### src/rtl/alu_result_fifo.sv
// First-word-fall-through result buffer behind the fixed-point ALU stage.
// Stores {overflow, data}, flags lost results and counts overflowed results.
module alu_result_fifo #(
  parameter int unsigned DATA_W = 8,
  parameter int unsigned DEPTH  = 8,
  parameter int unsigned CNT_W  = 8
) (
  input  logic                       i_clk,
  input  logic                       i_rst_n,
  input  logic                       i_valid,
  input  logic [DATA_W-1:0]          i_data,
  input  logic                       i_overflow,
  input  logic                       i_ready,
  input  logic                       i_clr,
  output logic                       o_valid,
  output logic [DATA_W-1:0]          o_data,
  output logic                       o_overflow,
  output logic                       o_full,
  output logic [$clog2(DEPTH):0]     o_count,
  output logic                       o_drop,
  output logic [CNT_W-1:0]           o_ovf_cnt
);

  localparam int unsigned PTR_W  = $clog2(DEPTH);
  localparam int unsigned OCC_W  = PTR_W + 1;
  localparam logic [OCC_W-1:0] FULL_COUNT = OCC_W'(DEPTH);

  logic [DATA_W:0]     mem_q [DEPTH];
  logic [PTR_W-1:0]    wr_ptr_q, wr_ptr_d;
  logic [PTR_W-1:0]    rd_ptr_q, rd_ptr_d;
  logic [OCC_W-1:0]    count_q, count_d;
  logic                drop_q, drop_d;
  logic [CNT_W-1:0]    ovf_cnt_q, ovf_cnt_d;

  logic                push;
  logic                pop;
  logic [DATA_W:0]     head;

  assign o_valid = (count_q != '0);
  assign o_full  = (count_q == FULL_COUNT);
  assign pop     = o_valid & i_ready;
  // A full FIFO still accepts a result when the head leaves in the same cycle.
  assign push    = i_valid & (~o_full | pop);

  // NOTE: every variable gets a default before any branch so no latch is inferred.
  always_comb begin
    wr_ptr_d  = wr_ptr_q;
    rd_ptr_d  = rd_ptr_q;
    count_d   = count_q;
    drop_d    = drop_q;
    ovf_cnt_d = ovf_cnt_q;

    if (push) wr_ptr_d = wr_ptr_q + PTR_W'(1);
    if (pop)  rd_ptr_d = rd_ptr_q + PTR_W'(1);

    if (push && !pop)      count_d = count_q + OCC_W'(1);
    else if (pop && !push) count_d = count_q - OCC_W'(1);

    // Clear takes priority, so a same-cycle drop or overflow is not recorded.
    if (i_clr) begin
      drop_d    = 1'b0;
      ovf_cnt_d = '0;
    end else begin
      if (i_valid && !push) drop_d = 1'b1;
      if (push && i_overflow && (ovf_cnt_q != '1)) ovf_cnt_d = ovf_cnt_q + CNT_W'(1);
    end
  end

  // NOTE: state registers use non-blocking assignments so all updates see pre-edge values.
  always_ff @(posedge i_clk or negedge i_rst_n) begin
    if (!i_rst_n) begin
      wr_ptr_q  <= '0;
      rd_ptr_q  <= '0;
      count_q   <= '0;
      drop_q    <= 1'b0;
      ovf_cnt_q <= '0;
    end else begin
      wr_ptr_q  <= wr_ptr_d;
      rd_ptr_q  <= rd_ptr_d;
      count_q   <= count_d;
      drop_q    <= drop_d;
      ovf_cnt_q <= ovf_cnt_d;
    end
  end

  // NOTE: storage is deliberately not reset; outputs are gated by occupancy instead.
  always_ff @(posedge i_clk) begin
    if (push) mem_q[wr_ptr_q] <= {i_overflow, i_data};
  end

  assign head       = mem_q[rd_ptr_q];
  assign o_data     = o_valid ? head[DATA_W-1:0] : '0;
  assign o_overflow = o_valid ? head[DATA_W] : 1'b0;
  assign o_count    = count_q;
  assign o_drop     = drop_q;
  assign o_ovf_cnt  = ovf_cnt_q;

endmodule

### config.mk
export PLATFORM = sky130hd
export DESIGN_NAME = alu_result_fifo
export DESIGN_NICKNAME = d
export VERILOG_FILES = /design/src/rtl/alu_result_fifo.sv
export SDC_FILE = /design/constraint.sdc
export NUM_CORES = 1
export LEC_CHECK = 0
export CAP_MARGIN = 40
export CORE_MARGIN = 5
export CORE_UTILIZATION = 50
export DETAILED_ROUTE_END_ITERATION = 8
export GPL_ROUTABILITY_DRIVEN = 0
export PLACE_DENSITY = 0.71
export SYNTH_ARGS = -nofsm -noshare
export SYNTH_HDL_FRONTEND = slang
export SYNTH_SLANG_ARGS = --single-unit
### constraint.sdc
create_clock -name i_clk -period 8 [get_ports i_clk]
set_input_delay 1.6 -clock i_clk [delete_from_list [all_inputs] [get_ports i_clk]]
set_output_delay 1.6 -clock i_clk [all_outputs]
set_load 0.005 [all_outputs]
==> results of run 1 <==
-- worst max-delay path, cell delays in order, from the launching register on --
cell,delay (ns)
dfrtp_1,0.67
buf_4,0.36
mux4_2,0.53
mux2i_1,0.14
nor2_1,0.06
clkdlybuf4s50_1,0.48
-- routing by layer --
layer / track usage, % / vias to the layer above / part of all wire, %
li1: - / 990 / -
met1: 21.4 / 1037 / 43
met2: 24.6 / 47 / 51
met3: 2.93 / 11 / 4.5
met4: 4.69 / 0 / 1.7
met5: 0 / - / 0
-- layout by cell type (no fill, tap or decap), drive strengths merged, types with 3 or more instances in the layout --
cell,instances
edfxtp,72
clkdlybuf4s50,37
dfrtp,19
mux4,18
nor2,17
nand2,12
mux2i,11
buf,11
clkbuf,9
inv,7
nor3,7
xnor2,6
ha,6
nand3,5
a21oi,5
nand2b,4
o31ai,4
mux2,4
nor4,4
o21ai,3
clkinv,3
-- cells by family (layout without fill, tap and decap cells) --
kind of cell,Yosys count,in the layout,share of synthesized area [%]
AO/OA/AOI/OAI,18,18,3.07
XOR/XNOR,6,6,1.36
adder cells (fa/ha/maj),7,7,2.46
buffers and inverters,14,69,1.75
flip-flops,91,91,68.1
multiplexers,33,33,14.6
AND/OR/NAND/NOR,60,60,8.66
-- synth_stat cells, types with 2 or more instances --
cell / count / area share (%)
a21oi_1: 5 / 0.65
buf_1: 2 / 0.19
buf_2: 2 / 0.26
clkbuf_1: 2 / 0.19
dfrtp_1: 19 / 12
edfxtp_1: 72 / 56
ha_1: 6 / 1.9
inv_1: 5 / 0.48
mux2_2: 3 / 0.87
mux2i_1: 11 / 2.8
mux4_2: 18 / 10
nand2_1: 12 / 1.2
nand2b_1: 4 / 0.65
nand3_1: 5 / 0.65
nor2_1: 16 / 1.6
nor2b_1: 2 / 0.32
nor3_1: 7 / 0.90
nor4_1: 2 / 0.32
o21ai_0: 3 / 0.39
o31ai_1: 4 / 0.78
or3_1: 2 / 0.32
or4_1: 2 / 0.39
xnor2_1: 6 / 1.4
-- worst min-delay path by stage --
| stage | startpoint | slack, ns | to | cells past startpoint |
|---|---|---|---|---|
| 3_5_place_dp | o_drop | 0.51 | o_drop | 2 |
| 3_3_place_gp | o_drop | 0.50 | o_drop | 2 |
| 5_1_grt | o_drop | 0.55 | o_drop | 2 |
| 2_1_floorplan | o_drop | 0.49 | o_drop | 2 |
| 4_1_cts | o_drop | 0.53 | o_drop | 2 |
| 6_report | o_drop | 0.52 | o_drop | 2 |
-- registers in the layout (all words and copies together), names as in the netlist --
| name | count |
|---|---|
| o_count | 4 |
| o_drop | 1 |
| wr_ptr_q | 3 |
| mem_q | 72 |
| rd_ptr_q | 3 |
| o_ovf_cnt | 8 |
-- where the power goes --
group	internal (mW)	switching, mW	leakage (nW)	total [mW]
sequential	0.594	0.0841	0.897	0.678
clock	0.178	0.162	0.112	0.340
combinational	0.311	0.213	0.624	0.525
-- final cells by class --
| class | count | area [um^2] |
|---|---|---|
| flip-flops and latches | 91 | 2640 |
| well taps | 102 | 128 |
| clock inverters | 7 | 98.8 |
| inverters | 5 | 18.8 |
| fillers | 558 | 2970 |
| clock buffers | 9 | 124 |
| repair buffers | 48 | 484 |
| multi-input cells | 124 | 1190 |
==> flow_metrics.env, run 1 <==
export IMPL_status="complete, no violations"
export IMPL_final_util_pct=61.2
export IMPL_die_area_mm2=0.00960
export IMPL_worst_hold_path_type="flop to flop"
export IMPL_hold_buffers=0
export IMPL_cp_end_kind="output port"
export IMPL_synthToLayoutAreaGrowth_pct=20.8
export IMPL_final_cell_area_mm2=0.00468
export IMPL_whs_ns=0.519
export IMPL_period_needed_ns=4.19
export IMPL_dr_pass1_iters=4
export IMPL_dpl_cell_area_mm2=0.00446
export IMPL_yosysSeqAreaShare_pct=68.1
export IMPL_num_antenna_cells=0
export IMPL_synth_avg_cell_area_um2=16.9
export IMPL_cts_made_buffers=9
export IMPL_worstSkewPairLatency_ns=0.35
export IMPL_post_route_period_util_pct=52.3
export IMPL_tightest_slew_ns=0.733
export IMPL_placed_cells=370
export IMPL_crit_arrival_ns=2.59
export IMPL_clk_pin_slew_ns=0.08
export IMPL_synth_ff_type="edfxtp_1"
export IMPL_crit_start="rd_ptr_q[0]"
export IMPL_syn_nets=250
export IMPL_dp_hpwl_um=4750
export IMPL_yosysWarnings=0
export IMPL_fin_tns_setup_ns=0
export IMPL_ys_ff_latch=91
export IMPL_pre_cts_ws_ns=3.93
export IMPL_setup_violations=0
export IMPL_total_power_mw=1.54
export IMPL_critPathRequiredTime_ns=6.40
export IMPL_synth_distinct_cells=42
export IMPL_p_per_area_mw_per_mm2=330
export IMPL_cap_viol_max_count=0
export IMPL_clk_path_buf_depth=2
export IMPL_grt_max_degree=19
export IMPL_row_count=32
export IMPL_drt_initial_drc_count=61
export IMPL_r2r_start="o_count[1]"
export IMPL_cts_root_buffer="clkbuf_8"
export IMPL_die_width_um=98.0
export IMPL_num_vias=2085
export IMPL_worstPathMaxFanout=12
export IMPL_cts_resized=0
export IMPL_worst_slack_ns=3.81
export IMPL_io_buffers=37
export IMPL_netlist_area_mm2=0.00387
export IMPL_num_io_pins=38
export IMPL_grt_pass1_vias=2086
export IMPL_drv_slew=0
export IMPL_slew_headroom_pct=50.8
export IMPL_p_leak_nw=1.63
export IMPL_critPathLaunchType="flop"
export IMPL_grt_overflow=0
export IMPL_drive_gt1_share_pct=20.4
export IMPL_crit_end="o_data[1]"
export IMPL_antenna_found_initial=0
export IMPL_fmax_ghz=0.239
export IMPL_r2r_slack_ns=4.91
export IMPL_synth_async_sr_flop_share_pct=20.9
export IMPL_cts_tree="yes"
export IMPL_rsz0062_at_grt="false"
export IMPL_htreeDepth=3
export IMPL_die_height_um=98.0
export IMPL_crit_type="flop to output port"
export IMPL_drcViolationCount=0
export IMPL_initial_core_util_pct=50.6
export IMPL_drtAntennaViolNets=0
export IMPL_core_area_mm2=0.00765
export IMPL_grtUsageTotal_pct=15.3
export IMPL_hold_viol=0
export IMPL_reg2reg_to="o_count[3]"
export IMPL_r2r_cells=9
export IMPL_fin_nets=300
export IMPL_grt_pass1_wl_um=11300
export IMPL_wl_um=6910
export IMPL_cts_setup_buffers=0
export IMPL_skew_ns=0.0129
export IMPL_synth_edf_count=72
export IMPL_wl_per_cell_um=17.9
export IMPL_stdcell_count=386
export IMPL_synthCells=229
export IMPL_peakVddDrop_uv=158
export IMPL_clock_sinks=91
export IMPL_via_per_inst=5.40
Note: power is estimated with default switching activity, not from simulation.
==> run 2, diff against run 1 <==
PLACE_DENSITY = 0.74   (was 0.71)
clock period = 3.65 ns   (was 8 ns; I/O delays follow)
==> flow_metrics.env, run 2 (synthesis results as in run 1) <==
export IMPL_status="complete, no violations"
export IMPL_io_buffers=37
export IMPL_num_io_pins=38
export IMPL_grt_pass1_vias=2141
export IMPL_cts_resized=0
export IMPL_worstPathMaxFanout=17
export IMPL_dr_pass1_iters=4
export IMPL_die_height_um=98.0
export IMPL_wl_per_cell_um=18.7
export IMPL_wl_um=7220
export IMPL_cp_end_kind="output port"
export IMPL_final_cell_mix="edfxtp_1 (72), clkdlybuf4s50_1 (37), dfrtp_1 (19)"
export IMPL_worst_hold_path_type="flop to flop"
export IMPL_p_leak_nw=1.61
export IMPL_peakVddDrop_uv=258
export IMPL_critPathRequiredTime_ns=2.92
export IMPL_power_switching_mw=0.999
export IMPL_cts_made_buffers=9
export IMPL_worst_slack_ns=0.527
export IMPL_core_area_mm2=0.00765
export IMPL_num_vias=2150
export IMPL_htreeDepth=3
export IMPL_cts_root_buffer="clkbuf_8"
export IMPL_final_common_cell="edfxtp_1"
export IMPL_drt_initial_drc_count=84
export IMPL_drv_slew=0
export IMPL_grt_overflow=0
export IMPL_final_cell_area_mm2=0.00459
export IMPL_fmax_ghz=0.320
export IMPL_clk_pin_slew_ns=0.09
export IMPL_fin_nets=301
export IMPL_synthToLayoutAreaGrowth_pct=18.6
export IMPL_tightest_slew_ns=0.703
export IMPL_pwr_share_clk_pct=18.1
export IMPL_crit_type="flop to output port"
export IMPL_sequentialPowerShare_pct=46.3
export IMPL_p_per_area_mw_per_mm2=699
export IMPL_num_antenna_cells=0
export IMPL_die_width_um=98.0
export IMPL_cts_setup_buffers=0
export IMPL_largest_reg_flops=72
export IMPL_slew_headroom_pct=53.1
export IMPL_grtUsageTotal_pct=15.7
export IMPL_row_count=32
export IMPL_skew_ns=0.0105
export IMPL_initial_core_util_pct=50.6
export IMPL_setup_violations=0
export IMPL_hold_viol=0
export IMPL_period_needed_ns=3.12
export IMPL_combPwrFrac_pct=35.5
export IMPL_clk_path_buf_depth=2
export IMPL_clock_sinks=91
export IMPL_crit_arrival_ns=2.39
export IMPL_power_internal_mw=2.21
export IMPL_cts_tree="yes"
export IMPL_grt_max_degree=18
export IMPL_post_route_period_util_pct=85.6
export IMPL_via_per_inst=5.56
export IMPL_worstSkewPairLatency_ns=0.35
export IMPL_largest_register="mem_q"
export IMPL_r2r_slack_ns=0.83
export IMPL_pre_cts_ws_ns=0.457
export IMPL_hold_buffers=0
export IMPL_grt_pass1_wl_um=11400
export IMPL_drive_gt1_share_pct=20.0
export IMPL_switching_share_pct=31.1
export IMPL_rsz0062_at_grt="false"
export IMPL_critPathLaunchType="flop"
export IMPL_drtAntennaViolNets=0
export IMPL_fin_tns_setup_ns=0
export IMPL_antenna_found_initial=0
export IMPL_drcViolationCount=0
export IMPL_dpl_cell_area_mm2=0.00442
export IMPL_cap_viol_max_count=0
export IMPL_die_area_mm2=0.00960
export IMPL_dp_hpwl_um=4790
run 2: final timing paths:
check                            start           end  cells past startpoint
max in group asynchronous      i_rst_n   wr_ptr_q[0]                      2
min in group asynchronous      i_rst_n  o_ovf_cnt[5]                      1
max reg2reg                 o_count[1]    o_count[3]                      9
max                        rd_ptr_q[0]     o_data[2]                      5
min                             o_drop        o_drop                      2
min reg2reg                     o_drop        o_drop                      2
run 2: layout make-up:
class / count / area, um^2
Timing Repair Buffer: 49 / 468
Multi-Input combinational cell: 124 / 1170
Fill cell: 556 / 3060
Inverter: 5 / 18.8
Tap cell: 102 / 128
Clock buffer: 9 / 124
Clock inverter: 7 / 42.5
Sequential cell: 91 / 2640
run 2: power groups by stage:
stage                     clock network [mW]  logic (mW)  registers, mW
after global placement                     0        1.13           1.50
after global routing                   0.639        1.24           1.51
final                                  0.582        1.14           1.49
after floorplan                            0       0.738           1.42
after CTS                              0.597        1.16           1.49
after detailed placement                   0        1.16           1.51
run 2: per-layer routing:
metal | GRT usage [%] | wire (um) | vias to the layer above
met5 | 0 | 0 | -
met4 | 6.71 | 127 | 0
met3 | 2.36 | 170 | 10
met2 | 26.2 | 3830 | 26
met1 | 20.4 | 3100 | 1118
li1 | - | - | 996
run 2: worst max-delay path: stages, from the launching register on:
cell	delay, ns
dfrtp_1	0.44
buf_4	0.38
mux4_2	0.56
mux2i_1	0.14
nor2_1	0.06
clkdlybuf4s50_1	0.46
run 2: metrics by stage:
| step | power [mW] | utilization (%) | cells | hold slack (ns) |
|---|---|---|---|---|
| after floorplan | 2.16 | - | 229 | 0.434 |
| after global routing | 3.38 | 60.0 | 387 | 0.590 |
| after detailed placement | 2.67 | 57.9 | 371 | 0.521 |
| after global placement | 2.63 | 57.7 | 370 | 0.491 |
| after CTS | 3.25 | 60.0 | 387 | 0.539 |
| final | 3.21 | 60.0 | 387 | 0.540 |
==> run 3, diff against run 2 <==
CORE_ASPECT_RATIO = 0.9   (was not set)
SKIP_CTS_REPAIR_TIMING = 1   (was not set)
==> flow_metrics.env, run 3 (synthesis results as in run 1) <==
export IMPL_drtAntennaViolNets=0
export IMPL_cts_made_buffers=9
export IMPL_dp_hpwl_um=4880
export IMPL_num_io_pins=38
export IMPL_cts_root_buffer="clkbuf_8"
export IMPL_final_cell_mix="edfxtp_1 (72), clkdlybuf4s50_1 (37), dfrtp_1 (19)"
export IMPL_cts_tree="yes"
export IMPL_fmax_ghz=0.335
export IMPL_antenna_found_initial=0
export IMPL_grt_pass1_vias=2121
export IMPL_fill_cells=558
export IMPL_num_vias=2117
export IMPL_fin_tns_setup_ns=0
export IMPL_grt_overflow=0
export IMPL_initial_core_util_pct=51.3
export IMPL_grtUsageTotal_pct=16.5
export IMPL_crit_type="flop to output port"
export IMPL_drive_gt1_share_pct=20.1
export IMPL_worst_hold_path_type="flop to flop"
export IMPL_drv_slew=0
export IMPL_seqCellArea_mm2=0.00264
export IMPL_tightest_slew_ns=0.669
export IMPL_skew_ns=0.0144
export IMPL_peakVddDrop_uv=247
export IMPL_cap_viol_max_count=0
export IMPL_final_common_cell="edfxtp_1"
export IMPL_grt_max_degree=16
export IMPL_clk_path_buf_depth=2
export IMPL_worstPathMaxFanout=12
export IMPL_grt_pass1_wl_um=11500
export IMPL_whs_ns=0.535
export IMPL_slew_headroom_pct=55.4
export IMPL_status="complete, no violations"
export IMPL_die_width_um=103
export IMPL_dr_pass1_iters=4
export IMPL_crit_arrival_ns=2.26
export IMPL_p_per_area_mw_per_mm2=701
export IMPL_io_buffers=37
export IMPL_critPathLaunchType="flop"
export IMPL_cp_end_kind="output port"
export IMPL_drcViolationCount=0
export IMPL_drt_initial_drc_count=83
export IMPL_die_height_um=93.5
export IMPL_largest_reg_flops=72
export IMPL_via_per_inst=5.51
export IMPL_wl_per_cell_um=18.9
export IMPL_period_needed_ns=2.99
export IMPL_htreeDepth=3
export IMPL_synthToLayoutAreaGrowth_pct=19.0
export IMPL_critPathRequiredTime_ns=2.92
export IMPL_post_route_period_util_pct=81.8
export IMPL_multiInputGateArea_mm2=0.00117
export IMPL_wl_um=7250
export IMPL_largest_register="mem_q"
export IMPL_clk_pin_slew_ns=0.09
export IMPL_num_antenna_cells=0
export IMPL_die_area_mm2=0.00960
export IMPL_fin_nets=304
export IMPL_setup_violations=0
export IMPL_hold_viol=0
export IMPL_worstSkewPairLatency_ns=0.36
export IMPL_row_count=30
export IMPL_rsz0062_at_grt="false"
export IMPL_core_area_mm2=0.00754
export IMPL_p_leak_nw=1.61
export IMPL_clock_sinks=91
[run 3: worst max-delay path, cell delays in order, from the launching register on]
cell             delay, ns
dfrtp_1               0.61
buf_4                 0.29
mux4_2                0.32
mux2i_1               0.18
nor2_1                0.06
clkdlybuf4s50_1       0.44
[run 3: per-layer routing]
metal / up-vias / share of wire, % / track usage, %
met1: 1055 / 43 / 22.5
met3: 11 / 4.1 / 2.31
met4: 0 / 2.1 / 7.77
li1: 997 / - / -
met5: - / 0 / 0
met2: 54 / 51 / 26.2
[run 3: cell type report]
class,count,share of cell area (%)
sequential,91,57.2
multi-input combinational,124,25.4
timing repair buffer,52,10.6
clock buffer,11,2.85
tap,96,2.61
clock inverter,5,0.815
inverter,5,0.407
[run 3: worst paths after layout]
path                              from      endpoint  slack, ns  cells after the start
min in group asynchronous      i_rst_n  o_ovf_cnt[4]       0.61                      1
hold / removal                  o_drop        o_drop       0.54                      2
max in group asynchronous      i_rst_n    o_count[0]       2.64                      2
hold reg to reg                 o_drop        o_drop       0.54                      2
setup / recovery           rd_ptr_q[1]     o_data[1]       0.66                      5
setup reg to reg            o_count[0]    o_count[3]       0.77                      9
[run 3: report_power, final]
part           internal [mW]  leakage (nW)  switching, mW  total, mW
combinational          0.677         0.633          0.484       1.16
clock                  0.250        0.0799          0.345      0.595
sequential              1.30         0.897          0.173       1.47
total                   2.23          1.61           1.00       3.23
[run 3: metrics by stage]
stage	total power, mW	setup slack (ns)	area (um^2)	utilization [%]	std cells
6_report	3.23	0.663	4610	61.1	384
5_1_grt	3.44	0.472	4610	61.1	384
4_1_cts	3.27	0.622	4610	61.1	384
3_5_place_dp	2.68	0.303	4440	58.8	368
3_3_place_gp	2.64	0.526	4420	58.6	367
2_1_floorplan	2.16	0.995	3870	-	229
==> variant 1 (flow settings as in run 2) <==
Reset style: synchronous (`i_rst_n`), changed in one clocked block.
--- a/src/rtl/alu_result_fifo.sv
+++ b/src/rtl/alu_result_fifo.sv
@@ -68,5 +68,5 @@
 
   // NOTE: state registers use non-blocking assignments so all updates see pre-edge values.
-  always_ff @(posedge i_clk or negedge i_rst_n) begin
+  always_ff @(posedge i_clk) begin
     if (!i_rst_n) begin
       wr_ptr_q  <= '0;
Formal check against the unedited RTL: differs if i_rst_n is asserted again (counterexample within 4 cycles, from zero or initial values and one cycle with i_rst_n low); with i_rst_n held inactive, the same outputs for 10 cycles.
==> variant 1 against run 2 <==
Total power decreased by 12%. Cell count rose by 4.1%. Sequential cell count is 3 higher. Design area rose by 1.5%. Clock skew fell by 0.0012 ns. Wire length fell by 2.5%. Largest cell class unchanged. Worst setup slack gained 0.13 ns. First-iteration DRC count shrank 8.3%. Area after synthesis up 0.45%. Combinational power decreased by 31%.
==> variant 1: results (changes against run 2) <==
stage,metric,value,unit,change
worst_setup_path,crit path max fanout,11,,was 17
global_routing,first-pass GRT wire length,11.6,mm,was 11.4 mm
global_routing,pin count of the biggest net entering global routing,19,,was 18
logic_synthesis,Yosys warnings,0,,unchanged
finish,ratio of cells with drive above 1 in the final layout,0.173,,was 0.200
route,wire per inst,17.5,um,was 18.7 um
timing,slew margin rel.,0.552,,was 0.531
pwr,Max IR drop VDD,0.334,mV,was 0.258 mV
route,DRT iter0 DRCs,77,,was 84
timing,clk_skew,0.00930,ns,was 0.0105 ns
global_routing,vias in the first global route,2243,,was 2141
logic_synthesis,distinct cell type count after synthesis,43,,was 42
finish,register with the most flip-flops,mem_q,,unchanged
cts,Max Root-Sink Buffers,2,,unchanged
cts,TritonCTS Buffers,9,,unchanged
logic_synthesis,Synth Instances,246,,was 229
global_routing,GRT Resource Usage Total,0.157,,about the same
timing,sum of negative setup slack,0,ns,unchanged
placed_design,Port Buffers,37,,unchanged
finish,# nets final,318,,was 301
finish,fin util,0.609,,was 0.600
placed_design,HPWL Detailed,4.54,mm,was 4.79 mm
outcome,status,"finished, final reports clean",,unchanged
route,drt via density,5.52,,was 5.56
route,1st-pass router iterations,4,,unchanged
placed_design,DP Cell Count,388,,was 371
route,overall routed net length,7.04,mm,was 7.22 mm
finish,max reg flops,72,,unchanged
pwr,leak pwr,0.00152,uW,was 0.00161 uW
cts,H-tree depth,3,,unchanged
logic_synthesis,Post-synth EDFFs,72,,unchanged
logic_synthesis,Post-Syn Nets,267,,was 250
worst_setup_path,Crit path arrival time,2.27,ns,was 2.39 ns
hold_path,Hold WC Path Type,reg -> reg,,unchanged
logic_synthesis,"Seq/Total Area, Yosys",0.669,,was 0.681
worst_setup_path,CP Launch Type,flip-flop,,unchanged
finish,Filler Cells Inserted,592,,was 556
cts,CTS resizes,0,,unchanged
placed_design,post-placement cell area,4440,sq um,was 4420 sq um
cts,Root Buffer,clkbuf_8,,unchanged
logic_synthesis,Synth async-reset ratio,0,,was 0.209
logic_synthesis,Post-synth top cells,"edfxtp_1 (72), dfxtp_1 (22), mux4_2 (18), nor2_1 (17), nand2_1 (14)",,"was edfxtp_1 (72), dfrtp_1 (19), mux4_2 (18), nor2_1 (16), nand2_1 (12)"
finish,Antenna diodes,0,,unchanged
logic_synthesis,Synth area leaders,"edfxtp_1 (56%), dfxtp_1 (11%), mux4_2 (10%)",,"was edfxtp_1 (56%), dfrtp_1 (12%), mux4_2 (10%)"
hold_path,min-delay src,o_drop,,unchanged
worst_setup_path,Crit Reg-Reg Startpoint,o_count[0],,was o_count[1]
variant 1: cell types whose count changed after synthesis, sizes merged, moves of 4 or more:
cell,change
dfxtp,+22
dfrtp,-19
and2,+7
a21boi,+4
a31oi,+4
mux2,-4
o31ai,-4
variant 1: worst max-delay path, stage by stage, from the launching register on:
cell and delay, ns:
dfxtp_1 0.69, buf_4 0.28, mux4_2 0.30, mux2i_1 0.15, nor2_1 0.05, clkdlybuf4s50_1 0.44
variant 1: per-stage QoR:
step	worst slack, ns	hold slack (ns)
after floorplan	1.10	0.461
after global placement	0.639	0.471
after detailed placement	0.544	0.474
after CTS	0.584	0.500
after global routing	0.508	0.547
final	0.654	0.497
variant 1: final cells by class:
class,count,share of cell area
sequential,94,0.559
multi-input combinational,137,0.264
timing repair buffer,48,0.0972
tap,102,0.0274
clock buffer,9,0.0266
clock inverter,6,0.0204
inverter,7,0.00564
variant 1: cell families after synthesis:
| logic type | Yosys count | share of synthesized area |
|---|---|---|
| DFF | 94 | 0.669 |
| muxes | 30 | 0.135 |
| adders and majority gates | 7 | 0.0245 |
| xor gates and xnor gates | 5 | 0.0113 |
| AOI/OAI and AO/OA | 27 | 0.0496 |
| buffers and inverters | 15 | 0.0161 |
| and+or+nand+nor | 68 | 0.0943 |
variant 1: per-layer routing:
metal  global-route usage  vias to the layer above  routed length, um
met4               0.0693                        0                144
met5                    0                        -                  0
met2                0.254                       61               3420
met3               0.0314                       14                257
met1                0.207                     1101               3230
li1                     -                     1049                  -
variant 1: final timing paths:
kind                      to  slack [ns]  depth (start not counted)
setup reg to reg  o_count[3]        0.87                         10
hold reg to reg       o_drop        0.50                          2
hold / removal        o_drop        0.50                          2
setup / recovery   o_data[2]        0.65                          5
variant 1: report_power, final:
part	leakage [uW]	switching (uW)	internal (uW)
clock	0.000104	360	389
combinational	0.000585	334	458
sequential	0.000833	68.7	1220
==> variant 2 (flow settings as in run 2) <==
Made on the original files. The parameter `DEPTH` goes from 8 to 16.
--- a/src/rtl/alu_result_fifo.sv
+++ b/src/rtl/alu_result_fifo.sv
@@ -3,5 +3,5 @@
 module alu_result_fifo #(
   parameter int unsigned DATA_W = 8,
-  parameter int unsigned DEPTH  = 8,
+  parameter int unsigned DEPTH  = 16,
   parameter int unsigned CNT_W  = 8
 ) (
Ports: changed (resized o_count); port bits go from 38 to 39. No check against the original RTL was run, so the function may have changed too.
==> variant 2 against run 2 <==
Clock power grew to 2.7 times the old value. Highest routed layer unchanged. Wire length increased by 83%. Utilization up 0.90 points. Design area increased by 77%. Count of clock-buffer cells in the layout is 11 higher. Critical endpoint is now o_data[7]. Worst setup slack got worse by 0.33 ns. Sequential cell count is 75 higher. Total power increased by 89%. Area after synthesis is 77% higher.
==> variant 2: results (changes against run 2) <==
stage,metric,value,unit,change
timing,slew margin rel.,0.518,,was 0.531
cts,clk slew on worst S/H paths,0.06,ns,was 0.09 ns
logic_synthesis,adder-cell share of the synthesized area,0.0212,,was 0.0246
worst_setup_path,Crit path arrival time,2.72,ns,was 2.39 ns
logic_synthesis,Post-synth EDFFs,144,,was 72
timing,post-route setup slack,0.196,ns,was 0.527 ns
logic_synthesis,Post-synth top cells,"edfxtp_1 (144), mux4_2 (36), dfrtp_1 (22), nor2_1 (18), o21ai_0 (17)",,"was edfxtp_1 (72), dfrtp_1 (19), mux4_2 (18), nor2_1 (16), nand2_1 (12)"
route,drt via density,5.72,,was 5.56
worst_setup_path,CP max stage delay,0.51,ns,was 0.56 ns
worst_setup_path,CP max-delay cell,dfrtp_1,,was mux4_2
cts,Root Buffer,clkbuf_16,,was clkbuf_8
finish,# nets final,469,,was 301
pwr,Sw Pwr,1750,uW,was 999 uW
placed_design,HPWL Detailed,8.82,mm,was 4.79 mm
logic_synthesis,Synth Area in Compound Gates,0.0322,,was 0.0307
timing,Hold WS,0.506,ns,was 0.540 ns
global_routing,GRT Resource Usage Total,0.177,,was 0.157
finish,"Cell Count, Final, Fillers Out",633,,was 387
placed_design,post-placement cell area,7580,sq um,was 4420 sq um
outcome,status,"finished, final reports clean",,unchanged
logic_synthesis,Post-Syn Nets,401,,was 250
logic_synthesis,post-synthesis mux area share,0.159,,was 0.146
placed_design,DP Cell Count,597,,was 371
timing,clk_skew,0.0112,ns,was 0.0105 ns
logic_synthesis,xor and xnor fraction of the mapped netlist area,0.0115,,was 0.0136
worst_setup_path,crit path to,o_data[7],,was o_data[2]
logic_synthesis,distinct cell type count after synthesis,36,,was 42
==> variant 2: worst register-to-register path, delay by kind of cell, from the launching register on <==
family / cells / cell delay (ns)
buffers and inverters: 2 / 0.26
adder cells (fa/ha/maj): 2 / 0.56
flip-flops: 1 / 0.45
AND/OR/NAND/NOR: 1 / 0.59
AO/OA/AOI/OAI: 4 / 1.19
==> variant 2: layer usage <==
layer  GRT usage  wire length, um
met1       0.233             5410
met2       0.290             6780
met3      0.0522              979
met4      0.0505               81
met5           0                0
==> variant 2: what timing repair did <==
item                                    4_1_cts  5_1_grt
endpoints found under the setup margin        0        3
hold buffers                                  0        0
buffers inserted                              0        4
==> variant 2: power by group through the flow <==
stage | clock, uW | combinational, uW | sequential, uW
after detailed placement | 0 | 1970 | 2550
final | 1580 | 1990 | 2500
after CTS | 1620 | 1990 | 2510
after global placement | 0 | 1910 | 2540
after global routing | 1700 | 2170 | 2520
after floorplan | 0 | 1300 | 2420
==> variant 2: cells by family (layout without fill, tap and decap cells) <==
| group | after synthesis | after routing |
|---|---|---|
| compound gates | 40 | 40 |
| xor+xnor | 9 | 9 |
| fa+ha+maj | 11 | 11 |
| buf+inv | 24 | 105 |
| flops | 166 | 166 |
| mux | 61 | 61 |
| simple gates | 65 | 65 |
==> variant 2: cell type report <==
type | count | area, sq um
Fill cell | 973 | 5220
Sequential cell | 166 | 4880
Multi-Input combinational cell | 186 | 1860
Timing Repair Buffer | 67 | 631
Clock buffer | 20 | 437
Tap cell | 176 | 220
Clock inverter | 12 | 87.6
Inverter | 6 | 22.5
